`src/rtl/button_conditioner.sv`:
```
// Per-button synchronizer, debouncer, press pulse and frame-sticky press flag.
// Define BTN_AUTOREPEAT_EN to re-emit btn_press every REPEAT_CYCLES while a button is held.
module button_conditioner #(
    parameter int NUM_BTN         = 4,
    parameter int DEBOUNCE_CYCLES = 1000000,
    parameter int REPEAT_CYCLES   = 25000000,
    parameter int CNT_W           = 25
) (
    input  logic               clock,
    input  logic               reset,
    input  logic [NUM_BTN-1:0] btn_raw,
    input  logic               frame_ack,
    output logic [NUM_BTN-1:0] btn_level,
    output logic [NUM_BTN-1:0] btn_press,
    output logic [NUM_BTN-1:0] btn_latched
);

    if (DEBOUNCE_CYCLES < 1 || REPEAT_CYCLES < 1 ||
        DEBOUNCE_CYCLES > (2 ** CNT_W) - 1 || REPEAT_CYCLES > (2 ** CNT_W) - 1) begin : gBadParam
        $error("button_conditioner: DEBOUNCE_CYCLES/REPEAT_CYCLES out of range for CNT_W");
    end

    localparam logic [CNT_W-1:0] DEB_LAST = CNT_W'(DEBOUNCE_CYCLES - 1);

    logic [NUM_BTN-1:0]            sync1_q;
    logic [NUM_BTN-1:0]            sync2_q;
    logic [NUM_BTN-1:0]            level_q, level_d;
    logic [NUM_BTN-1:0]            press_q, press_d;
    logic [NUM_BTN-1:0]            latched_q, latched_d;
    logic [NUM_BTN-1:0][CNT_W-1:0] debCnt_q, debCnt_d;
    logic [NUM_BTN-1:0]            repFire;

    // The level only moves after DEBOUNCE_CYCLES consecutive disagreeing samples.
    always_comb begin
        level_d  = level_q;
        debCnt_d = debCnt_q;
        for (int i = 0; i < NUM_BTN; i++) begin
            if (sync2_q[i] == level_q[i]) begin
                debCnt_d[i] = '0;
            end else if (debCnt_q[i] >= DEB_LAST) begin
                level_d[i]  = sync2_q[i];
                debCnt_d[i] = '0;
            end else begin
                debCnt_d[i] = debCnt_q[i] + CNT_W'(1);
            end
        end
    end

`ifdef BTN_AUTOREPEAT_EN
    localparam logic [CNT_W-1:0] REP_LAST = CNT_W'(REPEAT_CYCLES - 1);

    logic [NUM_BTN-1:0][CNT_W-1:0] repCnt_q, repCnt_d;

    // Counter restarts on the rising edge of the level and fires each time it wraps.
    always_comb begin
        repCnt_d = '0;
        repFire  = '0;
        for (int i = 0; i < NUM_BTN; i++) begin
            if (level_q[i] && level_d[i]) begin
                if (repCnt_q[i] >= REP_LAST) begin
                    repFire[i]  = 1'b1;
                    repCnt_d[i] = '0;
                end else begin
                    repCnt_d[i] = repCnt_q[i] + CNT_W'(1);
                end
            end
        end
    end

    always_ff @(posedge clock or posedge reset) begin
        if (reset) begin
            repCnt_q <= '0;
        end else begin
            repCnt_q <= repCnt_d;
        end
    end
`else
    assign repFire = '0;
`endif

    always_comb begin
        press_d   = (level_d & ~level_q) | repFire;
        latched_d = press_q | (latched_q & ~{NUM_BTN{frame_ack}});
    end

    always_ff @(posedge clock or posedge reset) begin
        if (reset) begin
            sync1_q   <= '0;
            sync2_q   <= '0;
            level_q   <= '0;
            press_q   <= '0;
            latched_q <= '0;
            debCnt_q  <= '0;
        end else begin
            sync1_q   <= btn_raw;
            sync2_q   <= sync1_q;
            level_q   <= level_d;
            press_q   <= press_d;
            latched_q <= latched_d;
            debCnt_q  <= debCnt_d;
        end
    end

    assign btn_level   = level_q;
    assign btn_press   = press_q;
    assign btn_latched = latched_q;

endmodule

```
`config.mk`:
```
export PLATFORM = sky130hd
export DESIGN_NAME = button_conditioner
export DESIGN_NICKNAME = d
export VERILOG_FILES = /design/src/rtl/button_conditioner.sv
export SDC_FILE = /design/constraint.sdc
export NUM_CORES = 1
export LEC_CHECK = 0
export ABC_CLOCK_PERIOD_IN_PS = 5700
export CAP_MARGIN = 10
export CORE_MARGIN = 2
export CORE_UTILIZATION = 40
export CTS_CLUSTER_DIAMETER = 30
export DETAILED_ROUTE_END_ITERATION = 10
export PLACE_DENSITY_LB_ADDON = 0.05
export RECOVER_POWER = 25
export SLEW_MARGIN = 0
export SYNTH_ARGS = -nofsm -noshare
export SYNTH_HDL_FRONTEND = slang
export SYNTH_SLANG_ARGS = --single-unit
```
`constraint.sdc`:
```
create_clock -name clock -period 5.7 [get_ports clock]
set_clock_uncertainty 0.15 [all_clocks]
set_input_delay 1.14 -clock clock [delete_from_list [all_inputs] [get_ports clock]]
set_output_delay 1.14 -clock clock [all_outputs]
set_load 0.02 [all_outputs]
```
# --- Yosys cells after proc, flatten, opt, wreduce, memory -nomap -nowiden ---
# Cells that the tools add are included.
classes:
  add_sub_neg: 4
  n_lt_le_gt_ge: 4
  n_eq_ne: 4
  n_mux: 16
  bitwise: 5
ops:
  columns: ["cell", "count"]
  rows:
  - ["2-to-1 mux 25 bit", 8]
  - ["adder 25 x 1 -> 25 bit (second input constant)", 4]
  - ["greater-or-equal comparator 25 x 20 -> 1 bit (second input constant)", 4]
  - ["bitwise AND 4 bit", 2]
  - ["2-to-1 mux 1 bit", 8]
  - ["NOT 4 bit", 2]
  - ["equality test 1 bit", 4]
  - ["bitwise OR 4 bit", 1]
totals:
  ff_bits: 120
  input_bits: 7
  output_inout_bits: 12
  elab_cells: 42

# --- Logic depth before layout (Yosys ltp) ---
# Gate-level depths: netlist of run 1.
depth:
  word_depth: 4
  mapped_depth: 6
  mapped_depth_nobuf: 5

# --- Worst setup path after synthesis of run 1 ---
# Ideal clock, no wire load.
synth_path:
  kind: "reg-to-reg"
  start: "register debCnt_q[38] (netlist bit)"
  end: "register level_q[1] (netlist: btn_level[1])"
  setup_ns: 0.125
  arrival_time_ns: 1.915
  t_required_ns: 5.425
  slack_ns: 3.511
  stages_incl_launch_ff: 5
  n_path_buf: 0
  synth_period_minus_slack_ns: 2.189
  cell_sequence: "dfrtp_1 > or4_1 > or2_2 > a221oi_1 > mux2_2"
synth_between:
  elab_chain_cells: 3
synth_rtl:
  columns: ["item", "line", "rtl"]
  rows:
  - ["from (decl)", "30", "logic [NUM_BTN-1:0][CNT_W-1:0] debCnt_q, debCnt_d;"]
  - ["from (signal assigned)", "100", "debCnt_q <= debCnt_d;"]
  - ["greater-or-equal comparator 25 x 20 -> 1 bit", "40", "end else if (debCnt_q[i] >= DEB_LAST) begin"]
  - ["2-to-1 mux 1 bit", "40", null]
  - ["2-to-1 mux 1 bit", "38", "if (sync2_q[i] == level_q[i]) begin"]
  - ["named net level_d[1]", "27", "logic [NUM_BTN-1:0] level_q, level_d;"]
  - ["to (signal assigned)", "97", "level_q <= level_d;"]
  - ["to (decl)", "27", null]
# The timed path passes the listed nets, and every way through them passes these cells.

==> results of run 1 <==
==> cells in the mapped netlist, drive strengths merged <==
cell type	number
mux2	4
conb	1
ha	4
a21o	5
a221oi	1
or2	1
a21oi	16
nand4	26
a211oi	14
inv	15
buf	1
nor2	43
a2111oi	1
dfrtp	120
nand3	25
a211o	2
clkbuf	15
and4b	1
nor3	43
a2111o	2
xnor2	33
a31o	2
o211a	1
o21a	1
nand4b	1
nor3b	7
o21ai	18
nor4b	1
or4	12
and4	6
nand2	29
and2	4
a41oi	1
nor4	16
o31ai	7
or3	18
xor2	19
and3	4
==> worst paths after layout <==
path                               from        endpoint  slack [ns]  depth (start not counted)
setup / recovery                  reset    debCnt_q[72]        2.15                          3
hold / removal               sync1_q[0]      sync2_q[0]        0.20                          0
setup reg to reg           debCnt_q[38]    debCnt_q[33]        3.15                          4
hold reg to reg              sync1_q[0]      sync2_q[0]        0.20                          0
max in group clock         btn_level[1]    btn_level[1]        2.94                          1
min in group asynchronous         reset  btn_latched[0]        1.81                          2
==> cell type report <==
class | instances | area, sq um
fill | 1240 | 6850
clock inverter | 3 | 15.0
clock buffer | 26 | 519
inverter | 15 | 57.6
sequential | 120 | 3000
multi-input combinational | 388 | 2380
tap | 176 | 220
timing repair buffer | 21 | 203
==> power groups by stage <==
stage	clock, mW	sequential [mW]	combinational [mW]
6_report	0.963	0.879	0.0559
5_1_grt	1.03	0.880	0.0646
4_1_cts	0.984	0.879	0.0592
3_5_place_dp	0	0.893	0.0588
3_3_place_gp	0	0.893	0.0583
2_1_floorplan	0	0.899	0.0250
==> worst max-delay path, stage by stage <==
cell and delay, ns:
sky130_fd_sc_hd__clkdlybuf4s50_1 0.41, sky130_fd_sc_hd__clkinvlp_2 1.77, sky130_fd_sc_hd__buf_4 0.58
==> flip-flops by register name (all words and copies together), names as in the netlist <==
signal and flops:
btn_level 4, sync1_q 4, debCnt_q 100, btn_press 4, sync2_q 4, btn_latched 4
==> per-layer routing <==
layer  vias to the layer above  share of wire [%]  GRT usage, %
met5                         -                  0             0
met4                         0                1.7          7.05
met3                        11                3.7          4.53
met2                        48                 46          25.3
met1                      1921                 49          21.5
li1                       1969                  -             -
==> metrics by stage <==
stage	worst slack (ns)	power [mW]	hold WS, ns	area [sq um]	util, %
after floorplan	1.22	0.924	0.181	5490	-
after global placement	2.85	0.951	0.182	5860	44.3
after detailed placement	2.85	0.952	0.185	5860	44.3
after CTS	2.93	1.92	0.195	6400	48.3
after global routing	1.53	1.97	0.204	6400	48.3
final	2.15	1.90	0.195	6400	48.3
==> cell usage in the layout (no fill, tap or decap), types with 15 or more instances in the layout <==
cell type	instances
sky130_fd_sc_hd__xnor2_1	33
sky130_fd_sc_hd__dfrtp_1	120
sky130_fd_sc_hd__o21ai_0	18
sky130_fd_sc_hd__nor4_1	15
sky130_fd_sc_hd__nand3_1	25
sky130_fd_sc_hd__conb_1	20
sky130_fd_sc_hd__clkbuf_16	17
sky130_fd_sc_hd__nor3_1	43
sky130_fd_sc_hd__xor2_1	19
sky130_fd_sc_hd__nand4_1	25
sky130_fd_sc_hd__nor2_1	43
sky130_fd_sc_hd__a21oi_1	16
sky130_fd_sc_hd__nand2_1	29
sky130_fd_sc_hd__or3_1	18
==> kinds of logic (layout without fill, tap and decap cells) <==
family / Yosys count / after routing / share of synthesized area, %
muxes: 4 / 4 / 0.831
adders and majority gates: 4 / 4 / 0.923
other: 1 / 20 / 0.0692
AOI/OAI and AO/OA: 71 / 71 / 8.70
and+or+nand+nor: 237 / 237 / 23.5
DFF: 120 / 120 / 55.4
xor gates and xnor gates: 52 / 52 / 8.40
buffers and inverters: 31 / 65 / 2.17
==> summary.md, run 1 <==
| Metric | Value |
|---|---|
| Critical path class | input pin to async pin |
| Final setup viols | 0 |
| Sequential share of power | 46.3% |
| CTS HTree Levels | 4 |
| Core footprint | 13,200 sq um |
| Max_cap viols | 1 |
| Slew headroom | -111% |
| Worst slew pin tran | 3.15 ns |
| Sw power | 392 uW |
| Iter 0 DRT Violations | 127 |
| Die width | 120 um |
| Final Slew Violations | 74 |
| Congestion Overflow GR | 0 |
| Number of antenna violations at the first check in global routing | 0 |
| First-pass GRT wire length | 18.8 mm |
| Global router's overall resource usage | 16.3% |
| I/O pins | 19 |
| Yosys synthesis warning count | 0 |
| Top-area cell type share of the netlist area | 55.4% |
| Post-CTS setup buffer count | 0 |
| Vert. Die Dim | 120 um |
| Total standard cell area after synthesis | 5420 sq um |
| Buffer depth of the longest clock path | 2 |
| Final-layout setup total negative slack | 0 ns |
| Per-instance average area after synthesis | 10.4 sq um |
| Layout cells sized above 1 | 7.16% |
| Number of unique standard cell types used by synthesis | 41 |
| Area grow syn2layout | 18.0% |
| Ant. Diodes | 0 |
| Highest net fanout along the worst path | 73 |
| Later-pin clock latency in the skew report | 0.41 ns |
| Required time of the critical path | 6.10 ns |
| Static leakage | 2.43 nW |
| Failing checks | capacitance limit, slew limit |
| Clock-pin slew on the worst setup and hold paths | 0.05 ns |
| Remaining routing DRC violations | 0 |
| Type of origin of the critical path | input pin |
| Post-detailed-route wirelength per cell | 14.2 um |
| Switching Share | 20.7% |
| Total power density per cell area | 297 nW/um^2 |
| Number of instances resized during post-cts repair | 0 |
| Total Nets Final | 574 |
| Clock Root Buffer | sky130_fd_sc_hd__clkbuf_16 |
| Via count of the first global-routing pass | 3,969 |
| Cells after synthesis | 520 |
| Biggest area contributors in the synthesized netlist | sky130_fd_sc_hd__dfrtp_1 (55%), sky130_fd_sc_hd__xnor2_1 (5.3%), sky130_fd_sc_hd__nor3_1 (4.0%), sky130_fd_sc_hd__xor2_1 (3.1%), sky130_fd_sc_hd__nor2_1 (3.0%) |
| Core Rows | 42 |
| Type of destination of the critical path | async pin |
| Power Internal | 1.51 mW |
| Largest net degree at the start of global routing | 74 |
| Remaining number of nets flagged by the antenna check after routing | 0 |
| Detailed-routing iteration count for the pre-antenna-repair pass | 4 |
| Final period utilization | 62.2% |
| HPWL Detailed | 6.89 mm |
| WL final | 10.6 mm |
| Unrepaired setup endpoints after global routing | false |
| Peak VDD IR | 0.000205 V |
| Post-Layout Cell Count | 749 |
| CTS tree | done |
| Crit path DAT | 3.95 ns |
| Upper clock frequency limit | 282 MHz |
| Run status | finished with violations |
| Final weighted congestion in routability-driven placement | 0.763 |
| Sequential cell area fraction in the yosys report | 55.4% |
| Starting Density | 40.9% |
| CTS hold repair buffers | 0 |
| Leading area contributor after synthesis | sky130_fd_sc_hd__dfrtp_1 |
| Clock power share | 50.8% |
| Clock buffer count from CTS | 17 |
| Combinational cell fraction of total power | 2.9% |
| Vias post-DR | 3,949 |
| DIE AREA | 14,500 sq um |
| I/O Buffers | 18 |
| Register bit total from synthesis | 120 |
| Clock sink count | 120 |
| Hold violation total from the final report | 0 |
| Post-route minimum period | 3.55 ns |
| Vias/cell | 5.27 |
| Hold Path Class | register to register |
| Placed cells | 720 |
Note: power is estimated with default switching activity, not from simulation.
==> run 2: changes to the inputs <==
--- a/config.mk
+++ b/config.mk
@@ -5,7 +5,7 @@
 export SDC_FILE = /design/constraint.sdc
 export NUM_CORES = 1
 export LEC_CHECK = 0
-export ABC_CLOCK_PERIOD_IN_PS = 5700
+export ABC_CLOCK_PERIOD_IN_PS = 2960
 export CAP_MARGIN = 10
 export CORE_MARGIN = 2
 export CORE_UTILIZATION = 40
==> constraint.sdc (replaced) <==
create_clock -name clock -period 2.96 [get_ports clock]
set_clock_uncertainty 0.15 [all_clocks]
set_input_delay 0.592 -clock clock [delete_from_list [all_inputs] [get_ports clock]]
set_output_delay 0.592 -clock clock [all_outputs]
set_load 0.02 [all_outputs]
==> run 2 against run 1 <==
Net effect: sequential share of layout area fell by 1.0 points; the run now ends clean; largest power group unchanged; global-route usage grew 0.43 points; combinational power grew 100%; critical path depth increased by 3; largest cell class unchanged; design area increased by 2.2%; sequential cell count did not move; first-iteration DRC count up 100%; highest routed layer unchanged.
==> summary.md, run 2 (same netlist as run 1, synthesis figures left out) <==
| Metric | Value |
|---|---|
| Critical path class | register to register (was input pin to async pin) |
| Buffer depth of the longest clock path | 2 (unchanged) |
| HPWL Detailed | 7.11 mm (was 6.89 mm) |
| Wire length on met3 | 348 um (was 395 um) |
| Final weighted congestion in routability-driven placement | 0.805 (was 0.763) |
| CTS tree | done (unchanged) |
| Final Slew Violations | 0 (was 74) |
| CTS hold repair buffers | 0 (unchanged) |
| Detailed-routing iteration count for the pre-antenna-repair pass | 4 (unchanged) |
| Worst setup slack for register-to-register paths | 0.44 ns (was 3.15 ns) |
| Met2 wire length | 4.71 mm (was 4.88 mm) |
| Run status | finished clean (was finished with violations) |
| Core footprint | 13,200 sq um (unchanged) |
| CTS HTree Levels | 4 (unchanged) |
| Filler cell count in the final layout | 1,251 (was 1,240) |
| Type of destination of the critical path | register (was async pin) |
| Clock-pin slew on the worst setup and hold paths | 0.06 ns (was 0.05 ns) |
| Peak VDD IR | 0.000407 V (was 0.000205 V) |
| Final period utilization | 85.0% |
| Hold Path Class | register to register (unchanged) |
| Reg-to-reg critical path startpoint | debCnt_q[75] (was debCnt_q[38]) |
| Number of instances resized during post-cts repair | 0 (unchanged) |
| Max_cap viols | 0 (was 1) |
| Clock sink count | 120 (unchanged) |
| Post-route minimum period | 2.52 ns |
| Total power density per cell area | 607 nW/um^2 (was 297 nW/um^2) |
| Slew headroom | 21.5% (was -111%) |
| Final-layout setup total negative slack | 0 ns (unchanged) |
| Via count of the first global-routing pass | 3,948 (was 3,969) |
| Iter 0 DRT Violations | 260 (was 127) |
| I/O Buffers | 18 (unchanged) |
| Remaining number of nets flagged by the antenna check after routing | 0 (unchanged) |
| WL final | 10.7 mm (was 10.6 mm) |
| Global router's overall resource usage | 16.8% (was 16.3%) |
| Die width | 120 um (unchanged) |
| Clock buffer count from CTS | 17 (unchanged) |
| Number of instances on the worst hold path | 0 (unchanged) |
| Largest net degree at the start of global routing | 41 (was 74) |
| Worst setup slack after placement | 0.421 ns (was 2.85 ns) |
| Vert. Die Dim | 120 um (unchanged) |
| Area grow syn2layout | 20.6% (was 18.0%) |
| Static leakage | 2.48 nW (was 2.43 nW) |
| Vias post-DR | 3,953 (was 3,949) |
| Most frequent standard cell in the layout excluding fill and tap cells | sky130_fd_sc_hd__dfrtp_1 (unchanged) |
| DIE AREA | 14,500 sq um (unchanged) |
| Largest reg by FF count | debCnt_q (unchanged) |
| Number of flip-flops in the largest register | 100 (unchanged) |
| Destination of the worst register-to-register timing path | debCnt_q[90] (was debCnt_q[33]) |
| Clock Root Buffer | sky130_fd_sc_hd__clkbuf_16 (unchanged) |
| Highest net fanout along the worst path | 16 (was 73) |
| Congestion Overflow GR | 0 (unchanged) |
| Hold path startpoint | sync1_q[1] (was sync1_q[0]) |
| Final setup slack of the worst path | 0.443 ns (was 2.15 ns) |
| Unrepaired setup endpoints after global routing | false (unchanged) |
| Upper clock frequency limit | 397 MHz |
| Crit path DAT | 2.70 ns (was 3.95 ns) |
| Post-route met1 wirelength | 5.44 mm (was 5.17 mm) |
| Remaining routing DRC violations | 0 (unchanged) |
| Post-CTS setup buffer count | 0 (unchanged) |
| Worst slew pin tran | 1.17 ns (was 3.15 ns) |
| I/O pins | 19 (unchanged) |
| Most frequent cells in the layout | sky130_fd_sc_hd__dfrtp_1 (120), sky130_fd_sc_hd__nor2_1 (43), sky130_fd_sc_hd__nor3_1 (43), sky130_fd_sc_hd__xnor2_1 (33), sky130_fd_sc_hd__nand2_1 (29) (unchanged) |
| Later-pin clock latency in the skew report | 0.42 ns (was 0.41 ns) |
| Post-Layout Cell Count | 759 (was 749) |
| Type of origin of the critical path | register (was input pin) |
| Placed cells | 727 (was 720) |
| Ant. Diodes | 0 (unchanged) |
| Util after Layout | 49.4% (was 48.3%) |
| First-pass GRT wire length | 19.0 mm (was 18.8 mm) |
| Core Rows | 42 (unchanged) |
| Top metal layer carrying routed signals | met4 (unchanged) |
| Starting Density | 40.9% (unchanged) |
| Hold violation total from the final report | 0 (unchanged) |
| R2r worst-path depth | 6 (was 4) |
| Total Nets Final | 581 (was 574) |
| Final setup viols | 0 (unchanged) |
| Hold path endpoint | sync2_q[1] (was sync2_q[0]) |
| Number of antenna violations at the first check in global routing | 0 (unchanged) |
| Layout cells sized above 1 | 8.75% (was 7.16%) |
| Vias/cell | 5.21 (was 5.27) |
| Required time of the critical path | 3.14 ns (was 6.10 ns) |
| Post-detailed-route wirelength per cell | 14.0 um (was 14.2 um) |
run 2: cell count changes in the layout (fill, tap and decap cells not counted):
cell / change
sky130_fd_sc_hd__buf_12: +1
sky130_fd_sc_hd__buf_4: +4
sky130_fd_sc_hd__bufinv_16: +4
sky130_fd_sc_hd__clkbuf_8: -5
sky130_fd_sc_hd__clkdlybuf4s50_1: -1
sky130_fd_sc_hd__clkinv_2: +1
sky130_fd_sc_hd__clkinvlp_4: +5
sky130_fd_sc_hd__dlygate4sd3_1: +1
run 2: layout make-up:
cell class / instances / area (sq um) / share of cell area, %
clock buffers: 19 / 443 / 6.77
clock inverters: 13 / 178 / 2.72
inverters: 15 / 57.6 / 0.880
multi-input cells: 388 / 2380 / 36.4
flip-flops and latches: 120 / 3000 / 45.9
well taps: 176 / 220 / 3.37
repair buffers: 28 / 260 / 3.98
run 2: stage by stage:
step	hold WS, ns	power [mW]	area, sq um
3_5_place_dp	0.186	1.84	5940
2_1_floorplan	0.181	1.78	5500
6_report	0.197	3.97	6540
5_1_grt	0.206	4.12	6540
3_3_place_gp	0.182	1.84	5940
4_1_cts	0.199	4.04	6560
run 2: worst max-delay path by stage:
stage,cells past startpoint,to,startpoint
after floorplan,1,btn_latched[0],reset
after global placement,5,btn_level[3],debCnt_q[75]
after detailed placement,6,debCnt_q[88],debCnt_q[75]
after CTS,5,btn_level[3],debCnt_q[75]
after global routing,3,debCnt_q[30],reset
final,6,debCnt_q[90],debCnt_q[75]
run 2: power breakdown:
group	internal, mW	switching [mW]	total [mW]
Combinational	0.0439	0.0683	0.112
Clock	1.42	0.746	2.17
Sequential	1.67	0.0189	1.69
Total	3.14	0.833	3.97
run 2: metal layers:
| layer | vias to the layer above | track usage [%] |
|---|---|---|
| li1 | 1979 | - |
| met1 | 1911 | 22.6 |
| met2 | 50 | 24.7 |
| met3 | 13 | 5.99 |
| met4 | 0 | 6.54 |
| met5 | - | 0 |
run 2: worst max-delay path: stages, from the launching register on:
cell and delay (ns):
sky130_fd_sc_hd__dfrtp_1 0.43, sky130_fd_sc_hd__ha_1 0.30, sky130_fd_sc_hd__a21o_1 0.18, sky130_fd_sc_hd__a2111oi_0 0.72
sky130_fd_sc_hd__nor4_2 0.18, sky130_fd_sc_hd__buf_4 0.25, sky130_fd_sc_hd__a211oi_1 0.22
